$ cat config.mk
export PLATFORM = sky130hd
export DESIGN_NAME = flash_word_fetcher
export DESIGN_NICKNAME = d
export VERILOG_FILES = /design/src/rtl/flash_word_fetcher.sv
export SDC_FILE = /design/constraint.sdc
export NUM_CORES = 1
export LEC_CHECK = 0
export CAP_MARGIN = 0
export CORE_ASPECT_RATIO = 0.7
export CORE_MARGIN = 3
export CORE_UTILIZATION = 61
export DETAILED_ROUTE_END_ITERATION = 10
export GPL_TIMING_DRIVEN = 0
export PLACE_DENSITY = 0.89
export SETUP_SLACK_MARGIN = 0.15
export SLEW_MARGIN = 20
export SYNTH_ARGS = -nofsm -noshare
export SYNTH_HDL_FRONTEND = slang
export SYNTH_SLANG_ARGS = --single-unit
$ cat constraint.sdc
create_clock -name clk -period 11.3 [get_ports clk]
set_input_delay 1.13 -clock clk [delete_from_list [all_inputs] [get_ports clk]]
set_output_delay 1.13 -clock clk [all_outputs]
set_load 0.005 [all_outputs]
$ cat src/rtl/flash_word_fetcher.sv
// flash_word_fetcher: turns (address, word count) requests into flash_reader byte streams,
// packs bytes little-endian into 32-bit words and buffers them in a small output FIFO.
module flash_word_fetcher #(
    parameter int FIFO_DEPTH = 4,
    parameter int COUNT_W = 16
) (
    input  logic               clk,
    input  logic               rst,
    input  logic               req_valid,
    output logic               req_ready,
    input  logic [23:0]        req_addr,
    input  logic [COUNT_W-1:0] req_words,
    input  logic               abort,
    output logic [31:0]        word_data,
    output logic               word_valid,
    input  logic               word_ready,
    output logic               busy,
    output logic [23:0]        fr_addr,
    output logic               fr_start_read,
    output logic               fr_keep_reading,
    input  logic [7:0]         fr_data,
    input  logic               fr_data_ready
);
    localparam int AW = $clog2(FIFO_DEPTH);
    localparam int CW = AW + 1;

    typedef enum logic [1:0] {IDLE, START, STREAM, PAUSE} state_t;

    state_t state, state_nx;
    logic [23:0] next_addr, next_addr_nx;
    logic [COUNT_W-1:0] remaining;
    logic [1:0] idx;
    logic [23:0] asm_word;
    logic [31:0] slots [FIFO_DEPTH];
    logic [CW-1:0] count, count_nx, wr_idx;
    logic accept, byte_in, push, pop, last_word;

    assign req_ready = state == IDLE && !abort;
    assign accept = req_valid && req_ready;
    assign byte_in = state == STREAM && fr_data_ready;
    assign push = byte_in && idx == 2'd3 && !abort;
    assign pop = word_valid && word_ready;
    assign last_word = remaining == COUNT_W'(1);
    assign wr_idx = count - CW'(pop);
    assign count_nx = abort ? '0 : count + CW'(push) - CW'(pop);
    assign next_addr_nx = accept ? (req_addr & 24'hFFFFFC) : push ? next_addr + 24'd4 : next_addr;
    assign word_data = slots[0];

    always_comb begin
        state_nx = state;
        case (state)
            IDLE:    if (accept && req_words != '0) state_nx = START;
            START:   state_nx = STREAM;
            STREAM:  if (push) state_nx = last_word ? IDLE : (count_nx == CW'(FIFO_DEPTH)) ? PAUSE : STREAM;
            PAUSE:   if (count <= CW'(FIFO_DEPTH - 2)) state_nx = START;
            default: state_nx = IDLE;
        endcase
        if (abort) state_nx = IDLE;
    end

    always_ff @(posedge clk or posedge rst) begin
        if (rst) begin
            state           <= IDLE;
            busy            <= 1'b0;
            fr_start_read   <= 1'b0;
            fr_keep_reading <= 1'b0;
            fr_addr         <= '0;
            next_addr       <= '0;
            remaining       <= '0;
            idx             <= '0;
            asm_word        <= '0;
            count           <= '0;
            word_valid      <= 1'b0;
        end else begin
            state           <= state_nx;
            busy            <= state_nx != IDLE;
            fr_start_read   <= state_nx == START;
            fr_keep_reading <= state_nx == STREAM;
            if (state_nx == START) fr_addr <= next_addr_nx;
            next_addr       <= next_addr_nx;
            remaining       <= abort ? '0 : accept ? req_words : push ? remaining - COUNT_W'(1) : remaining;
            // Bytes shift in from the top so the first byte ends up in [7:0]
            if (abort || state == START) begin
                idx      <= '0;
                asm_word <= '0;
            end else if (byte_in) begin
                idx      <= idx + 2'd1;
                asm_word <= {fr_data, asm_word[23:8]};
            end
            count           <= count_nx;
            word_valid      <= count_nx != '0;
        end
    end

    // Shift-register FIFO: slot 0 is the head, so word_data comes straight from a flop
    always_ff @(posedge clk or posedge rst) begin
        if (rst) begin
            for (int i = 0; i < FIFO_DEPTH; i++) slots[i] <= '0;
        end else if (abort) begin
            for (int i = 0; i < FIFO_DEPTH; i++) slots[i] <= '0;
        end else begin
            for (int i = 0; i < FIFO_DEPTH; i++) begin
                if (push && i == int'(wr_idx)) slots[i] <= {fr_data, asm_word};
                else if (pop) slots[i] <= (i == FIFO_DEPTH - 1) ? '0 : slots[(i + 1) % FIFO_DEPTH];
            end
        end
    end
endmodule

==> reports/qor.txt <==
status: finished, final reports clean
Antenna Nets Post-Route: 0
Placed Area: 0.01224 sq mm
DRC Markers: 0
Design Area, Final: 0.01293 sq mm
total track usage: 32.63%
Max-Cap Viols: 0
IO Count: 115
DR iter-0 viols: 1472
YS warnings: 0
CP Class: in2reg
largest family of logic cells by synthesized area: simple AND/OR/NAND/NOR gates
GRT Residual Overflow: 0
reg2reg start: word_valid$_DFF_PP0_
final wirelength: 31100 um
Synth Area in Compound Gates: 14.48%
Area Overhead vs Synth: 20.00%
power per cell area: 158.7 mW/mm^2
top cell type by total area after synthesis: dfrtp_1
Fmax: 0.2246 GHz
H-Tree Depth: 1
hold crit path type: reg2reg
Post-Syn Instances: 1152
Die Wd: 164.8 um
initial antenna violation count: 1
Synth Area in XOR/XNOR: 0.8943%
WP data arrival: 4840 ps
CTS resizes: 0
Worst slew margin: 39.31%
crit path launch: word_ready
die height: 117.2 um
postcts setup bufs: 0
PortBufs: 112
# hold bufs at CTS: 0
CTS Buf Count: 21
multiplexer share of the synthesized area: 2.706%
Root Buffer: clkbuf_16
Core Area: 0.01679 sq mm
Final Max Slew Viols: 0
syn_nets: 1216
Initial Utilization: 64.18%
crit start category: primary input
DR pass1 iterations: 5
Synth top area share: 52.73%
CP top delay family: buffers and inverters
Hold Vio Cnt, Final: 0
most frequent cells in the layout: nand2_1 (300), dfrtp_1 (227), nor2_1 (123)
Slew @ Worst Pin: 897.6 ps
first-pass GRT wire length: 49650 um
DR WL/cell: 20.36 um
leakage power: 5.706 nW
CP endpoint kind: flip-flop
Main synth FF type: dfrtp_1
CP required: 11690 ps
vias after detailed routing: 9758
crit-path cells: clkdlybuf4s50_1 -> nand2_1 -> inv_2 -> clkbuf_1 -> ha_1 -> ha_1 -> xor2_1 -> nor3_1 -> nand3b_1 -> clkbuf_1 -> clkbuf_1 -> nor2_1 -> a311oi_1
flops & latches, synth: 227
Buf+Inv Stages, Crit Path: 5
CTS Buffer Depth: 3
setup_tns: 0 ps
Syn Area/Cell: 9.351 sq um
Worst Min Path Start: next_addr[1]$_DFF_PP0_
EDFF count, synth: 0
Netlist Area Pre-Place: 0.01077 sq mm
CTS tree: done
Reg2Reg Setup Slack: 7530 ps
CP Max Fanout: 11
largest net degree at the start of global routing: 108
Cell variety after synth: 55
Final #Nets: 1353
Final GP Congestion: 0.9403
CTS clk-pin slew, worst paths: 70 ps
Synth Area in Adders: 1.231%
worst clock skew: 8.876 ps
top post-synthesis cells by area: dfrtp_1 (53%), nand2_1 (10%), a311oi_1 (7.8%)
die area: 0.01932 sq mm
clock sinks: 227
fraction of registers with async set or reset after synthesis: 100.0%
slowest CP cell: clkbuf_1
share of layout cells above drive strength 1: 7.521%
Setup Viol. Count Final: 0
minimum clock period: 4452 ps
antenna cells: 0
num rows: 39
Max VDD drop: 0.09924 mV
clk_lat worst skew: 510 ps
Tcrit/Tclk final: 39.40%
register area share after synthesis: 52.73%
commonest non-fill, non-tap cell in the layout: nand2_1
vias per inst: 6.386
most frequent CP cell: clkbuf_1
DP HPWL: 20940 um
RSZ-0062 raised after global routing: no
vias in the first global route: 9377
Crit path largest cell delay: 550 ps
Synth Area in Simple Gates: 21.75%
[path summary, 6_finish.rpt]
| kind | endpoint | cells after the start |
|---|---|---|
| max | slots[71]$_DFFE_PP0P_ | 13 |
| min reg2reg | next_addr[1]$_DFF_PP0_ | 1 |
| min in group asynchronous | slots[66]$_DFFE_PP0P_ | 2 |
| min | next_addr[1]$_DFF_PP0_ | 1 |
| max in group asynchronous | word_data[28]$_DFFE_PP0P_ | 4 |
| max reg2reg | slots[71]$_DFFE_PP0P_ | 12 |
[routing by layer]
metal / global-route usage [%] / routed length [um]
met1: 47.89 / 13100
met2: 49.12 / 13720
met3: 8.512 / 3625
met4: 8.436 / 649
met5: 0 / 13
[per-stage QoR]
stage                     total power (W)  hold slack [ps]  setup WS, ps  instances  utilization [%]
after global placement           0.001311            461.3          1189       1489            72.53
after CTS                        0.002044            488.1          6957       1528            77.01
after floorplan                  0.001134            446.0          3950       1152                -
after global routing             0.002119            514.0          6738       1528            77.01
after detailed placement         0.001326            474.1          6471       1491            72.91
final                            0.002052            487.5          6848       1528            77.01
[area by class of cell]
cell class | count | area (sq um)
Buffer | 115 | 589.3
Clock buffer | 29 | 595.6
Clock inverter | 8 | 93.84
Fill cell | 1138 | 3859
Inverter | 21 | 86.33
Multi-Input combinational cell | 789 | 4424
Sequential cell | 227 | 5680
Tap cell | 225 | 281.5
Timing Repair Buffer | 114 | 1176
[sequential cells by signal, summed over array words and instances, names as in the netlist]
signal and count:
remaining 16, word_data 32, asm_word 24, count 3, idx 2, word_valid 1, fr_start_read 1, fr_keep_reading 1
fr_addr 24, slots 96, busy 1, state 2, next_addr 24
[report_power, final]
group	internal, W	switching (W)	total, W	leakage, nW
Combinational	0.000167	0.000229	0.000395	2.31
Clock	0.000415	0.000310	0.000726	0.345
Sequential	0.000878	0.0000528	0.000930	3.05
[synth_stat cells, types with 12 or more instances]
cell type / n
inv_1: 20
a22o_1: 26
dfrtp_1: 227
a21oi_1: 12
nand2_1: 300
nand3_1: 41
nor4_1: 18
mux2_1: 16
a311oi_1: 96
clkbuf_1: 71
o21ai_0: 27
nor2_1: 123
buf_4: 33
[worst reg2reg max path: stages (launching register included)]
cell and delay (ps):
dfrtp_1 380, nand2_1 260, inv_2 230, clkbuf_1 530, ha_1 270, ha_1 160
xor2_1 200, nor3_1 90, nand3b_1 110, clkbuf_1 460, clkbuf_1 550, nor2_1 90
a311oi_1 330
[cells by family after synthesis]
group | Yosys count
AOI/OAI and AO/OA | 198
xor gates and xnor gates | 11
adders and majority gates | 10
buffers and inverters | 136
DFF | 227
muxes | 26
and+or+nand+nor | 544
Note: power is estimated with default switching activity, not from simulation.
